`src/rtl/rv_pipe_pkg.sv`:
```
// Shared pipeline definitions: data width, canonical NOP and fetch FSM encoding.
package rv_pipe_pkg;

    localparam int XLEN = 32;

    localparam logic [XLEN-1:0] NOP_INSTR = 32'h0000_0013;

    typedef enum logic [1:0] {
        ISSUE = 2'd0,
        WAIT  = 2'd1,
        HOLD  = 2'd2,
        DROP  = 2'd3
    } fetch_state_t;

endpackage

```
`src/rtl/ifu_fetch_if.sv`:
```
// Request/grant/response handshake between the fetch unit and instruction memory.
interface ifu_fetch_if;
    import rv_pipe_pkg::*;

    logic            imem_req;
    logic [XLEN-1:0] imem_addr;
    logic            imem_gnt;
    logic            imem_rvalid;
    logic [XLEN-1:0] imem_rdata;

    modport master (
        output imem_req,
        output imem_addr,
        input  imem_gnt,
        input  imem_rvalid,
        input  imem_rdata
    );

    modport slave (
        input  imem_req,
        input  imem_addr,
        output imem_gnt,
        output imem_rvalid,
        output imem_rdata
    );

endinterface

```
`src/rtl/ifu_fetch_buf.sv`:
```
// Holding register for an instruction captured while fetch is stalled.
module fetch_buf
    import rv_pipe_pkg::*;
#(
    parameter logic [XLEN-1:0] RST_VAL = rv_pipe_pkg::NOP_INSTR
) (
    input  logic            clk,
    input  logic            reset,
    input  logic            i_en,
    input  logic [XLEN-1:0] i_d,
    output logic [XLEN-1:0] o_q
);

    logic [XLEN-1:0] r_q;

    always_ff @(posedge clk) begin
        if (reset) begin
            r_q <= RST_VAL;
        end else if (i_en) begin
            r_q <= i_d;
        end
    end

    assign o_q = r_q;

endmodule

```
`src/rtl/ifu_fetch.sv`:
```
// Instruction-fetch unit: owns the fetch PC, issues one outstanding imem request
// at a time, buffers under stall and discards stale responses after a redirect.
module ifu_fetch
    import rv_pipe_pkg::*;
#(
    parameter logic [XLEN-1:0] RESET_PC  = 32'h0000_0000,
    parameter logic [XLEN-1:0] NOP_INSTR = rv_pipe_pkg::NOP_INSTR
) (
    input  logic            clk,
    input  logic            reset,
    input  logic            stallF,
    input  logic            PCSrcE,
    input  logic [XLEN-1:0] PCTargetE,
    ifu_fetch_if.master     imem,
    output logic [XLEN-1:0] PCF,
    output logic [XLEN-1:0] PCplus4F,
    output logic [XLEN-1:0] InstrF,
    output logic            InstrValidF
);

    localparam logic [1:0] S_ISSUE = ISSUE;
    localparam logic [1:0] S_WAIT  = WAIT;
    localparam logic [1:0] S_HOLD  = HOLD;
    localparam logic [1:0] S_DROP  = DROP;

    logic [1:0]      r_state;
    logic [XLEN-1:0] r_pc;
    logic [XLEN-1:0] w_buf_q;

    logic [1:0]      w_nxt_state;
    logic [1:0]      w_issue_state;
    logic [XLEN-1:0] w_nxt_pc;
    logic [XLEN-1:0] w_pc4;
    logic [XLEN-1:0] w_target;
    logic [XLEN-1:0] w_addr;
    logic            w_req;
    logic            w_buf_en;
    logic            w_deliver;

    assign w_pc4         = r_pc + 32'd4;
    assign w_target      = PCTargetE & ~32'h0000_0003;
    assign w_issue_state = imem.imem_gnt ? S_WAIT : S_ISSUE;
    assign w_deliver     = !PCSrcE &&
                           ((r_state == S_WAIT && imem.imem_rvalid) || r_state == S_HOLD);

    always_comb begin
        w_req       = 1'b0;
        w_addr      = r_pc;
        w_nxt_state = r_state;
        w_nxt_pc    = r_pc;
        w_buf_en    = 1'b0;
        if (PCSrcE) begin
            w_nxt_pc = w_target;
            // A response still in flight must be swallowed before the target can be requested.
            if ((r_state == S_WAIT || r_state == S_DROP) && !imem.imem_rvalid) begin
                w_nxt_state = S_DROP;
            end else begin
                w_req       = 1'b1;
                w_addr      = w_target;
                w_nxt_state = w_issue_state;
            end
        end else begin
            case (r_state)
                S_ISSUE: begin
                    w_req       = 1'b1;
                    w_nxt_state = w_issue_state;
                end
                S_WAIT: begin
                    if (imem.imem_rvalid) begin
                        if (stallF) begin
                            w_buf_en    = 1'b1;
                            w_nxt_state = S_HOLD;
                        end else begin
                            w_nxt_pc    = w_pc4;
                            w_req       = 1'b1;
                            w_addr      = w_pc4;
                            w_nxt_state = w_issue_state;
                        end
                    end
                end
                S_HOLD: begin
                    if (!stallF) begin
                        w_nxt_pc    = w_pc4;
                        w_req       = 1'b1;
                        w_addr      = w_pc4;
                        w_nxt_state = w_issue_state;
                    end
                end
                S_DROP: begin
                    if (imem.imem_rvalid) begin
                        w_req       = 1'b1;
                        w_nxt_state = w_issue_state;
                    end
                end
                default: w_nxt_state = S_ISSUE;
            endcase
        end
    end

    always_ff @(posedge clk) begin
        if (reset) begin
            r_state <= S_ISSUE;
            r_pc    <= RESET_PC;
        end else begin
            r_state <= w_nxt_state;
            r_pc    <= w_nxt_pc;
        end
    end

    fetch_buf #(
        .RST_VAL (NOP_INSTR)
    ) u_fetch_buf (
        .clk   (clk),
        .reset (reset),
        .i_en  (w_buf_en),
        .i_d   (imem.imem_rdata),
        .o_q   (w_buf_q)
    );

    // Reset masks the outputs in the same cycle, independent of the registered state.
    assign imem.imem_req  = w_req && !reset;
    assign imem.imem_addr = w_addr;

    assign InstrValidF = w_deliver && !reset;
    assign InstrF      = !InstrValidF      ? NOP_INSTR :
                         (r_state == S_HOLD) ? w_buf_q : imem.imem_rdata;
    assign PCF         = reset ? RESET_PC : r_pc;
    assign PCplus4F    = PCF + 32'd4;

endmodule

```
`src/flat_wrapper.sv`:
```
// flat-port wrapper written by rule: the top's interface ports become plain ports
module ifu_fetch_flat import rv_pipe_pkg::*;
#(
    parameter logic [XLEN-1:0] RESET_PC  = 32'h0000_0000,
    parameter logic [XLEN-1:0] NOP_INSTR = rv_pipe_pkg::NOP_INSTR
)
  (clk, reset, stallF, PCSrcE, PCTargetE, PCF, PCplus4F, InstrF, InstrValidF, imem_imem_req, imem_imem_addr, imem_imem_gnt, imem_imem_rvalid, imem_imem_rdata);
  ifu_fetch_if imem_i ();
  input  logic clk;
  input  logic reset;
  input  logic stallF;
  input  logic PCSrcE;
  input  logic [XLEN-1:0] PCTargetE;
  output logic [XLEN-1:0] PCF;
  output logic [XLEN-1:0] PCplus4F;
  output logic [XLEN-1:0] InstrF;
  output logic InstrValidF;
  output wire logic [$bits(imem_i.imem_req)-1:0] imem_imem_req;
  output wire logic [$bits(imem_i.imem_addr)-1:0] imem_imem_addr;
  input wire logic [$bits(imem_i.imem_gnt)-1:0] imem_imem_gnt;
  input wire logic [$bits(imem_i.imem_rvalid)-1:0] imem_imem_rvalid;
  input wire logic [$bits(imem_i.imem_rdata)-1:0] imem_imem_rdata;
  assign imem_imem_req = imem_i.imem_req;
  assign imem_imem_addr = imem_i.imem_addr;
  assign imem_i.imem_gnt = imem_imem_gnt;
  assign imem_i.imem_rvalid = imem_imem_rvalid;
  assign imem_i.imem_rdata = imem_imem_rdata;
  ifu_fetch #(.RESET_PC(RESET_PC), .NOP_INSTR(NOP_INSTR)) u_core (.clk(clk), .reset(reset), .stallF(stallF), .PCSrcE(PCSrcE), .PCTargetE(PCTargetE), .imem(imem_i), .PCF(PCF), .PCplus4F(PCplus4F), .InstrF(InstrF), .InstrValidF(InstrValidF));
endmodule
```
`config.mk`:
```
export PLATFORM = sky130hd
export DESIGN_NAME = ifu_fetch_flat
export DESIGN_NICKNAME = d
export VERILOG_FILES = /design/src/rtl/rv_pipe_pkg.sv /design/src/rtl/ifu_fetch_if.sv /design/src/rtl/ifu_fetch_buf.sv /design/src/rtl/ifu_fetch.sv /design/src/flat_wrapper.sv
export SDC_FILE = /design/constraint.sdc
export NUM_CORES = 1
export LEC_CHECK = 0
export ABC_AREA = 0
export ABC_CLOCK_PERIOD_IN_PS = 8820
export BUFFER_PORTS_ARGS = -buffer_cell sky130_fd_sc_hd__buf_2
export CORE_MARGIN = 4
export CORE_UTILIZATION = 35
export CTS_BUF_LIST = sky130_fd_sc_hd__clkbuf_2 sky130_fd_sc_hd__clkbuf_4 sky130_fd_sc_hd__clkbuf_8
export DETAILED_ROUTE_END_ITERATION = 7
export PLACE_DENSITY = 0.58
export SLEW_MARGIN = 20
export SYNTH_ARGS = -nofsm -noshare
export SYNTH_HDL_FRONTEND = slang
export SYNTH_SLANG_ARGS = --single-unit
export TNS_END_PERCENT = 5
```
`constraint.sdc`:
```
create_clock -name clk -period 8.82 [get_ports clk]
set_input_delay 0.441 -clock clk [delete_from_list [all_inputs] [get_ports clk]]
set_output_delay 0.441 -clock clk [all_outputs]
set_load 0.02 [all_outputs]
```
# [After elaboration in Yosys (flattened, before gate mapping)]
# Cells that the tools add are included.
[totals] regBits=66 latch_bits=0 mem_bits_rw=0 rom_bits=0 input_bits=70 out_inout_bits=130 elab_cells=52 n_memories=0
[op_classes] add_sub_neg=2 multipliers=0 n_div=0 order_cmp=0 eq_ne=6 shifts=0 n_mux=27 bitwise=0 n_reduce_logical=13
[op_table] cell="32-bit two-way mux" n=8
[op_table] cell="32-bit by 3-bit adder with 32-bit output, second input constant" n=2
[op_table] cell="32-bit case mux with 2 select lines" n=1
[op_table] cell="2-bit two-way mux" n=6
[op_table] cell="1-bit two-way mux" n=10
[op_table] cell="3-bit != test, second input constant" n=3
[op_table] cell="2-bit case mux with 4 select lines" n=1
[op_table] cell="1-bit logical AND" n=5
[op_table] cell="2-bit equality test, second input constant" n=2
[op_table] cell="1-bit case mux with 4 select lines" n=1
[op_table] cell="1-bit zero test" n=3
[op_table] cell="3-bit AND reduction" n=1
[op_table] cell="2-bit by 1-bit equality test with 1-bit output, second input constant" n=1
[op_table] cell="2-bit zero test" n=1
[op_table] cell="1-bit logical OR" n=2
[op_table] cell="2-bit OR reduction" n=1

# [Depth between registers and ports, before layout]
# Gate-level depths: netlist (run 1).
[logic_depth] depth_word=6 mapped_depth=11 depth_no_buf=8

# [Cells and area by module]
# A second synthesis (run 1) with hierarchy kept.
[hier_totals] cells_unflattened=763 hier_area_um2=5459.0
[by_module_without_submodules] mod="ifu_fetch" n_inst=1 cells_per_inst=660 area_each_um2=4290.4 seq_area_each_um2=640.6
[by_module_without_submodules] mod="fetch_buf" n_inst=1 cells_per_inst=103 area_each_um2=1168.6 seq_area_each_um2=640.6

# [Worst setup path after synthesis (run 1)]
# No wires, ideal clock.
[synth_timing] path_type="input port to output port" from="in reset" to="out PCplus4F[28]" arrival_time_ns=3.389 t_required_ns=8.379 setup_slack_ns=4.990 path_stages=11 path_buffers=4 cell_sequence="buf_2 clkbuf_1 clkbuf_1 buf_1 nor2_1 ha_1 nand2_1 nor4b_2 nand4_1 nor4b_1 xor2_1"
[synth_between] elab_chain_len=2
[synth_rtl] item="from (decl)" line="flat_wrapper.sv:10" source="input logic reset;"
[synth_rtl] item="32-bit two-way mux" line="ifu_fetch.sv:127" source="assign PCF = reset ? RESET_PC : r_pc;"
[synth_rtl] item="named net PCF[3]" line="flat_wrapper.sv:14" source="output logic [XLEN-1:0] PCF;"
[synth_rtl] item="32-bit by 3-bit adder with 32-bit output" line="ifu_fetch.sv:128" source="assign PCplus4F = PCF + 32'd4;"
[synth_rtl] item="to (decl)" line="flat_wrapper.sv:15" source="output logic [XLEN-1:0] PCplus4F;"
# The timed path passes the listed nets, and every way through them passes these cells.

# [Worst setup path after layout (run 1)]
[layout_timing] from="reg u_core.r_pc[3]" to="out PCplus4F[30]"
[layout_between] elab_chain_len=2
[layout_rtl] item="from (decl)" line="ifu_fetch.sv:27" source="logic [XLEN-1:0] r_pc;"
[layout_rtl] item="from (signal assigned)" line="ifu_fetch.sv:106" source="r_pc <= w_nxt_pc;"
[layout_rtl] item="32-bit two-way mux" line="ifu_fetch.sv:127"
[layout_rtl] item="32-bit by 3-bit adder with 32-bit output" line="ifu_fetch.sv:128"
# No other way between the ends.

==> results of run 1 <==
==> Yosys cell counts, drive strengths merged (3+ instances only) <==
cell,instances,area [sq um]
a211oi,3,22.5
a21oi,58,290
o21ai,28,140
a31oi,17,106
a211o,3,26.3
nand4,17,106
nor4,10,105
nand3b,6,45.0
ha,6,75.1
mux2i,40,400
a41oi,4,35.0
nand4b,3,41.3
clkbuf,49,184
dfxtp,64,1280
inv,31,116
nor2,89,334
a32oi,3,26.3
nand2b,6,37.5
o31a,4,35.0
and3,8,50.1
o22ai,3,18.8
a311oi,3,26.3
and2,8,50.1
a221o,6,60.1
and4,3,26.3
buf,24,145
nor3,24,120
a221oi,15,131
nand2,129,484
xnor2,16,140
nor2b,20,125
nand3,21,110
a21o,9,67.6
o31ai,4,30.0
xor2,9,78.8
==> cell families (layout without fill, tap and decap cells) <==
logic type	after synthesis	count (layout)
buf+inv	104	247
simple gates	356	356
other cells	1	6
fa+ha+maj	6	6
xor+xnor	25	25
mux	41	41
compound gates	184	184
flops	64	64
==> power groups by stage <==
| stage | registers [mW] | clock network (mW) | logic (mW) |
|---|---|---|---|
| final | 0.327 | 0.245 | 0.232 |
| after global routing | 0.330 | 0.264 | 0.252 |
| after floorplan | 0.316 | 0 | 0.166 |
| after global placement | 0.333 | 0 | 0.230 |
| after detailed placement | 0.333 | 0 | 0.231 |
| after CTS | 0.326 | 0.253 | 0.231 |
==> area by class of cell <==
type / count / area (sq um) / share of cell area (%)
multi-input cells: 618 / 3710 / 56.7
clock buffers: 10 / 138 / 2.10
clock inverters: 6 / 45.0 / 0.687
flip-flops and latches: 64 / 1280 / 19.5
inverters: 31 / 116 / 1.77
repair buffers: 200 / 1030 / 15.6
well taps: 188 / 235 / 3.59
==> path summary, 6_finish.rpt <==
| kind | from | cells after the start | slack (ps) | endpoint |
|---|---|---|---|---|
| min reg2reg | u_core.u_fetch_buf.o_q[25] | 2 | 460 | u_core.u_fetch_buf.o_q[25] |
| min | imem_imem_rdata[0] | 3 | 300 | u_core.u_fetch_buf.o_q[0] |
| max | u_core.r_pc[3] | 9 | 4930 | PCplus4F[30] |
| max reg2reg | u_core.r_state[0] | 7 | 5850 | u_core.r_pc[5] |
==> per-stage QoR <==
stage	setup slack [ps]	hold slack, ps
3_5_place_dp	4940	447
3_3_place_gp	4960	443
6_report	4930	303
2_1_floorplan	4990	436
4_1_cts	4900	286
5_1_grt	4640	291
==> layer usage <==
layer | share of wire [%] | up-vias | wire length, um
met3 | 7.1 | 21 | 1410
met2 | 45 | 236 | 8980
met4 | 1.3 | 0 | 267
met1 | 46 | 2888 | 9180
li1 | - | 3046 | -
met5 | 0 | - | 0
==> sequential cells by signal, summed over array words and instances, names as in the netlist <==
name and count:
u_core.u_fetch_buf.o_q 32, u_core.r_pc 30, u_core.r_state 2
==> critical path, delay by kind of cell, from the launching register on <==
family / cells / cell delay (ps)
simple gates: 5 / 1740
flops: 1 / 440
mux: 1 / 370
fa+ha+maj: 1 / 270
buf+inv: 2 / 250
==> flow_summary.toml, run 1 <==
[outcome]
outcome = "finished, final reports clean"

[route]
drt_wl_total_um = 19800
vias = 6191
first_pass_iters = 5
viasPerCell = 5.54
wl_per_cell_um = 17.8
drc = 0
first_iter_violations = 657
final_antenna_net_count = 0

[synthesis]
yosys_warnings = 0
synth_edf_count = 0
synth_top_family_by_area = "simple AND/OR/NAND/NOR gates"
yosysSeqAreaShare_pct = 23.7
synthAdderAreaFrac_pct = 1.39
muxShareOfSynthArea_pct = 7.62
synth_simple_gate_area_share_pct = 32.2
synthCells = 781
syn_area_sq_um = 5400
synthArstFlopShare_pct = 0
synth_compound_area_share_pct = 22.7
synth_xor_area_share_pct = 4.06
synth_area_per_cell_sq_um = 6.91
ys_seq_elements = 64
ys.flop_type = "dfxtp_1"
ys_types = 70

[timing]
fin_tns_setup_ps = 0
clock_skew_ps = 12.6
fmax_mhz = 257
rsz0062_at_grt = "no"
finalMaxSlewViolations = 0
hold_violations = 0
tightest_slew_ps = 1060
slew_headroom_pct = 28.8
post-route-period-util_pct = 44.1
finalCriticalPeriod_ps = 3890
setup_viol = 0

[grt]
use_met2_pct = 32.9
antenna_found_initial = 0
grt_pass1_wl_um = 31000
grt_max_degree = 67
grt_util_met3_pct = 3.93
grt_overflow = 0
grt_pass1_vias = 5615
top_usage_layer = "met2"
use_met1_pct = 31.2
grt_usage_pct = 21.6

[cells_and_area]
drive_above_1_share_pct = 25.1
num-fill-cells = 1638
area_growth_pct = 21.4
mostFrequentLayoutCell = "buf_2"
stdcell_count = 1117
fin_area_sq_um = 6560
antenna_cells = 0
final_util_pct = 43.3
mostFrequentLayoutCells = "buf_2, nand2_1, nor2_1"
nets = 1000

[setup_path]
slowest_stage = "nor4b_2"
required_ps = 8380
worstSetupPathType = "reg -> out"
crit_arrival_ps = 3450
path_cells = "inv_1, nor2_1, ha_1, nand2_1, nor4b_2, nand4_1, nor4_1, mux2_2, buf_2"
crit_fanout = 6
end_kind = "primary output"
slowest_delay_ps = 610
cp-start-kind = "flip-flop"

[place]
dpl.hpwl_um = 14200
dpl.cell_count = 1101
place_area_sq_um = 6360
port_buffers = 191
place_congestion = 0.928

[cts]
cts.sinks = 64
clockRootBuffer = "clkbuf_8"
clk_latency_ps = 370
clock_path_buffers = 2
cts_buffers = 9
htreeDepth = 3
cts_tree = "yes"
postCtsSetupBuffers = 0
cts_resized = 0
clk_pin_slew_ps = 80
ctsHoldBuffers = 0

[pwr]
p_sw_mw = 0.312
p_total_mw = 0.805
p_int_mw = 0.492
peakVddDrop_v = 0.0000567
power_switching_share_pct = 38.8
power.leakage_nw = 2.94
power_density_nw_per_um2 = 123
p_comb_share_pct = 28.9
p_seq_share_pct = 40.7
clockPowerShare_pct = 30.5

[floorplan]
die_area_sq_um = 17500
die_w_um = 132
core_region_area_sq_um = 15100
die_y_um = 132
rows = 45
ios = 200
initial_core_util_pct = 35.6

[run]
cap_violations = 0

[hold_path]
hp-class = "in -> reg"
Note: power is estimated with default switching activity, not from simulation.
==> inputs of run 2 (changes only) <==
Settings changed: ABC_AREA 0 to 1, ABC_CLOCK_PERIOD_IN_PS 8820 to 3200, PLACE_DENSITY 0.58 to 0.6.
Clock period 8.82 ns to 3.2 ns, I/O delays scaled along.
==> run 2 against run 1 <==
Effect of this change: clock power rose to 2.6 times the previous value; routed wire length fell by 1.2%; combinational power rose to 3.3 times the previous value; largest power group unchanged; critical path type unchanged; die area rose by 1.2%; utilization rose by 0.80 points; sequential cell count did not move; area after synthesis rose by 1.3%; hold slack got worse by 280 ps; worst setup slack got worse by 4500 ps; register-to-register slack got worse by 4800 ps; clock skew fell by 2.4 ps; highest routed layer is now met5; largest cell class unchanged; first-iteration DRC count fell by 14%.
==> flow_summary.toml, run 2 <==
[outcome]
outcome = "finished, final reports clean"

[timing]
setup_viol = 0
tightest_slew_ps = 991
finalMaxSlewViolations = 0
slew_headroom_pct = 33.9
hold_violations = 0
rsz0062_at_grt = "no"
clock_skew_ps = 10.2
post-route-period-util_pct = 86.9
finalCriticalPeriod_ps = 2780
fin_tns_setup_ps = 0
fmax_mhz = 360

[setup_path]
required_ps = 3040
regToRegStartpoint = "u_core.r_state[0]"
timing.rr.end = "u_core.r_pc[9]"
worstSetupPathType = "reg -> out"
crit_arrival_ps = 2620
ff2ff_setup_slack_ps = 1010
rr_worst_depth = 10
cp-start-kind = "flip-flop"
crit_fanout = 29
end_kind = "primary output"

[run]
cap_violations = 0

[hold_path]
holdPathEnd = "u_core.u_fetch_buf.o_q[4]"
hp-class = "in -> reg"
hp-start = "imem_imem_rdata[4]"
hold_depth = 3

[route]
vias = 6641
drt_wl_total_um = 19600
wl_per_cell_um = 14.9
first_pass_iters = 5
first_iter_violations = 563
drc = 0
final_antenna_net_count = 0
viasPerCell = 5.05

[synthesis]
yosysTopAreaCellShare_pct = 23.4
synthTopCellsByCount = "nand2_1, nor2_1, o21ai_0"
yosysSeqAreaShare_pct = 23.4
synthArstFlopShare_pct = 0
synth_largest_area_cell = "dfxtp_1"
synthMostInstantiatedCell = "nand2_1"
yosys_warnings = 0
synthCells = 936
synth_area_per_cell_sq_um = 5.84
ys_types = 40
ys.flop_type = "dfxtp_1"
synthTopCellsByArea = "dfxtp_1, nand2_1, o21ai_0, a21oi_1, nor2_1"
syn_area_sq_um = 5470
ys_seq_elements = 64
synth_edf_count = 0

[cts]
clockRootBuffer = "clkbuf_8"
clock_path_buffers = 2
postCtsSetupBuffers = 0
cts_tree = "yes"
cts.sinks = 64
cts_buffers = 9
htreeDepth = 3
clk_latency_ps = 360
clk_pin_slew_ps = 80

[cells_and_area]
nets = 1175
mostFrequentLayoutCell = "nand2_1"
largest_register_ffs = 32
stdcell_count = 1315
drive_above_1_share_pct = 25.4
fin_area_sq_um = 6730
area_growth_pct = 23.0
mostFrequentLayoutCells = "nand2_1, buf_2, nor2_1, o21ai_0, a21oi_1"
antenna_cells = 0

[place]
dpl.cell_count = 1298
port_buffers = 191
place_congestion = 0.901
dpl.hpwl_um = 14900
place_area_sq_um = 6560

[grt]
grt_pass1_wl_um = 31500
antenna_found_initial = 2
grt_max_degree = 42
grt_pass1_vias = 6121
grt_usage_pct = 21.6
grt_overflow = 0

[floorplan]
die_w_um = 133
initial_core_util_pct = 35.8
rows = 45
die_area_sq_um = 17700
core_region_area_sq_um = 15300
ios = 200
die_y_um = 133

[pwr]
p_total_mw = 2.28
power.leakage_nw = 3.28
power_density_nw_per_um2 = 339
peakVddDrop_v = 0.000222
## run 2: worst max-delay path by stage
stage | slack, ps | to | from
final | 420 | InstrF[13] | u_core.r_state[1]
after global routing | 80 | InstrF[13] | u_core.r_state[1]
after CTS | 350 | InstrF[13] | u_core.r_state[1]
after detailed placement | 760 | InstrF[13] | u_core.r_state[1]
after global placement | 840 | PCplus4F[28] | u_core.r_pc[3]
after floorplan | 300 | PCplus4F[28] | reset
## run 2: area by class of cell
| cell class | instances | area [sq um] |
|---|---|---|
| clock buffer | 9 | 124 |
| clock inverter | 7 | 38.8 |
| fill | 1754 | 8530 |
| inverter | 77 | 294 |
| multi-input combinational | 741 | 3650 |
| sequential | 64 | 1280 |
| tap | 211 | 264 |
| timing repair buffer | 206 | 1070 |
## run 2: routing by layer
layer | GRT usage [%] | vias to the layer above | share of wire [%] | routed length (um)
li1 | - | 3383 | - | -
met3 | 6.01 | 23 | 9.9 | 1940
met4 | 5.66 | 4 | 1.3 | 263
met5 | 0 | - | 0.077 | 15
met2 | 33.7 | 287 | 44 | 8530
met1 | 29.3 | 2944 | 45 | 8840
## run 2: logic make-up (layout without fill, tap and decap cells)
kind of cell	Yosys count	after routing	share of synthesized area, %
AND/OR/NAND/NOR	478	478	39.4
XOR/XNOR	26	26	4.30
adder cells (fa/ha/maj)	6	6	1.37
other	1	6	0.0686
AO/OA/AOI/OAI	225	225	21.2
flip-flops	64	64	23.4
buffers and inverters	136	299	10.3
## run 2: timing repair
item / 4_1_cts / 5_1_grt
resized for setup: 0 / 0
hold buffers: 1 / 0
hold endpoints to repair: 1 / 0
endpoints found under the setup margin: 0 / 0
## run 2: where the power goes
group	internal, mW	switching, mW
registers	0.835	0.0586
clock network	0.274	0.360
logic	0.237	0.517
## run 2: worst max-delay path: stages, from the launching register on
cell and delay (ps):
dfxtp_1 330, inv_1 90, ha_1 250, nand2_1 100, nand2_1 110, inv_2 80, nor2_1 220, inv_1 90
nor2_2 250, inv_2 280, a21oi_1 260, buf_2 200
## run 2: per-stage QoR
stage / util (%) / hold WS, ps / setup slack [ps]
after CTS: 44.1 / 8.47 / 354
after global routing: 44.1 / 36.1 / 75.1
after detailed placement: 43.0 / 379 / 764
final: 44.1 / 22.4 / 419
after global placement: 43.0 / 379 / 835
after floorplan: - / 273 / 297
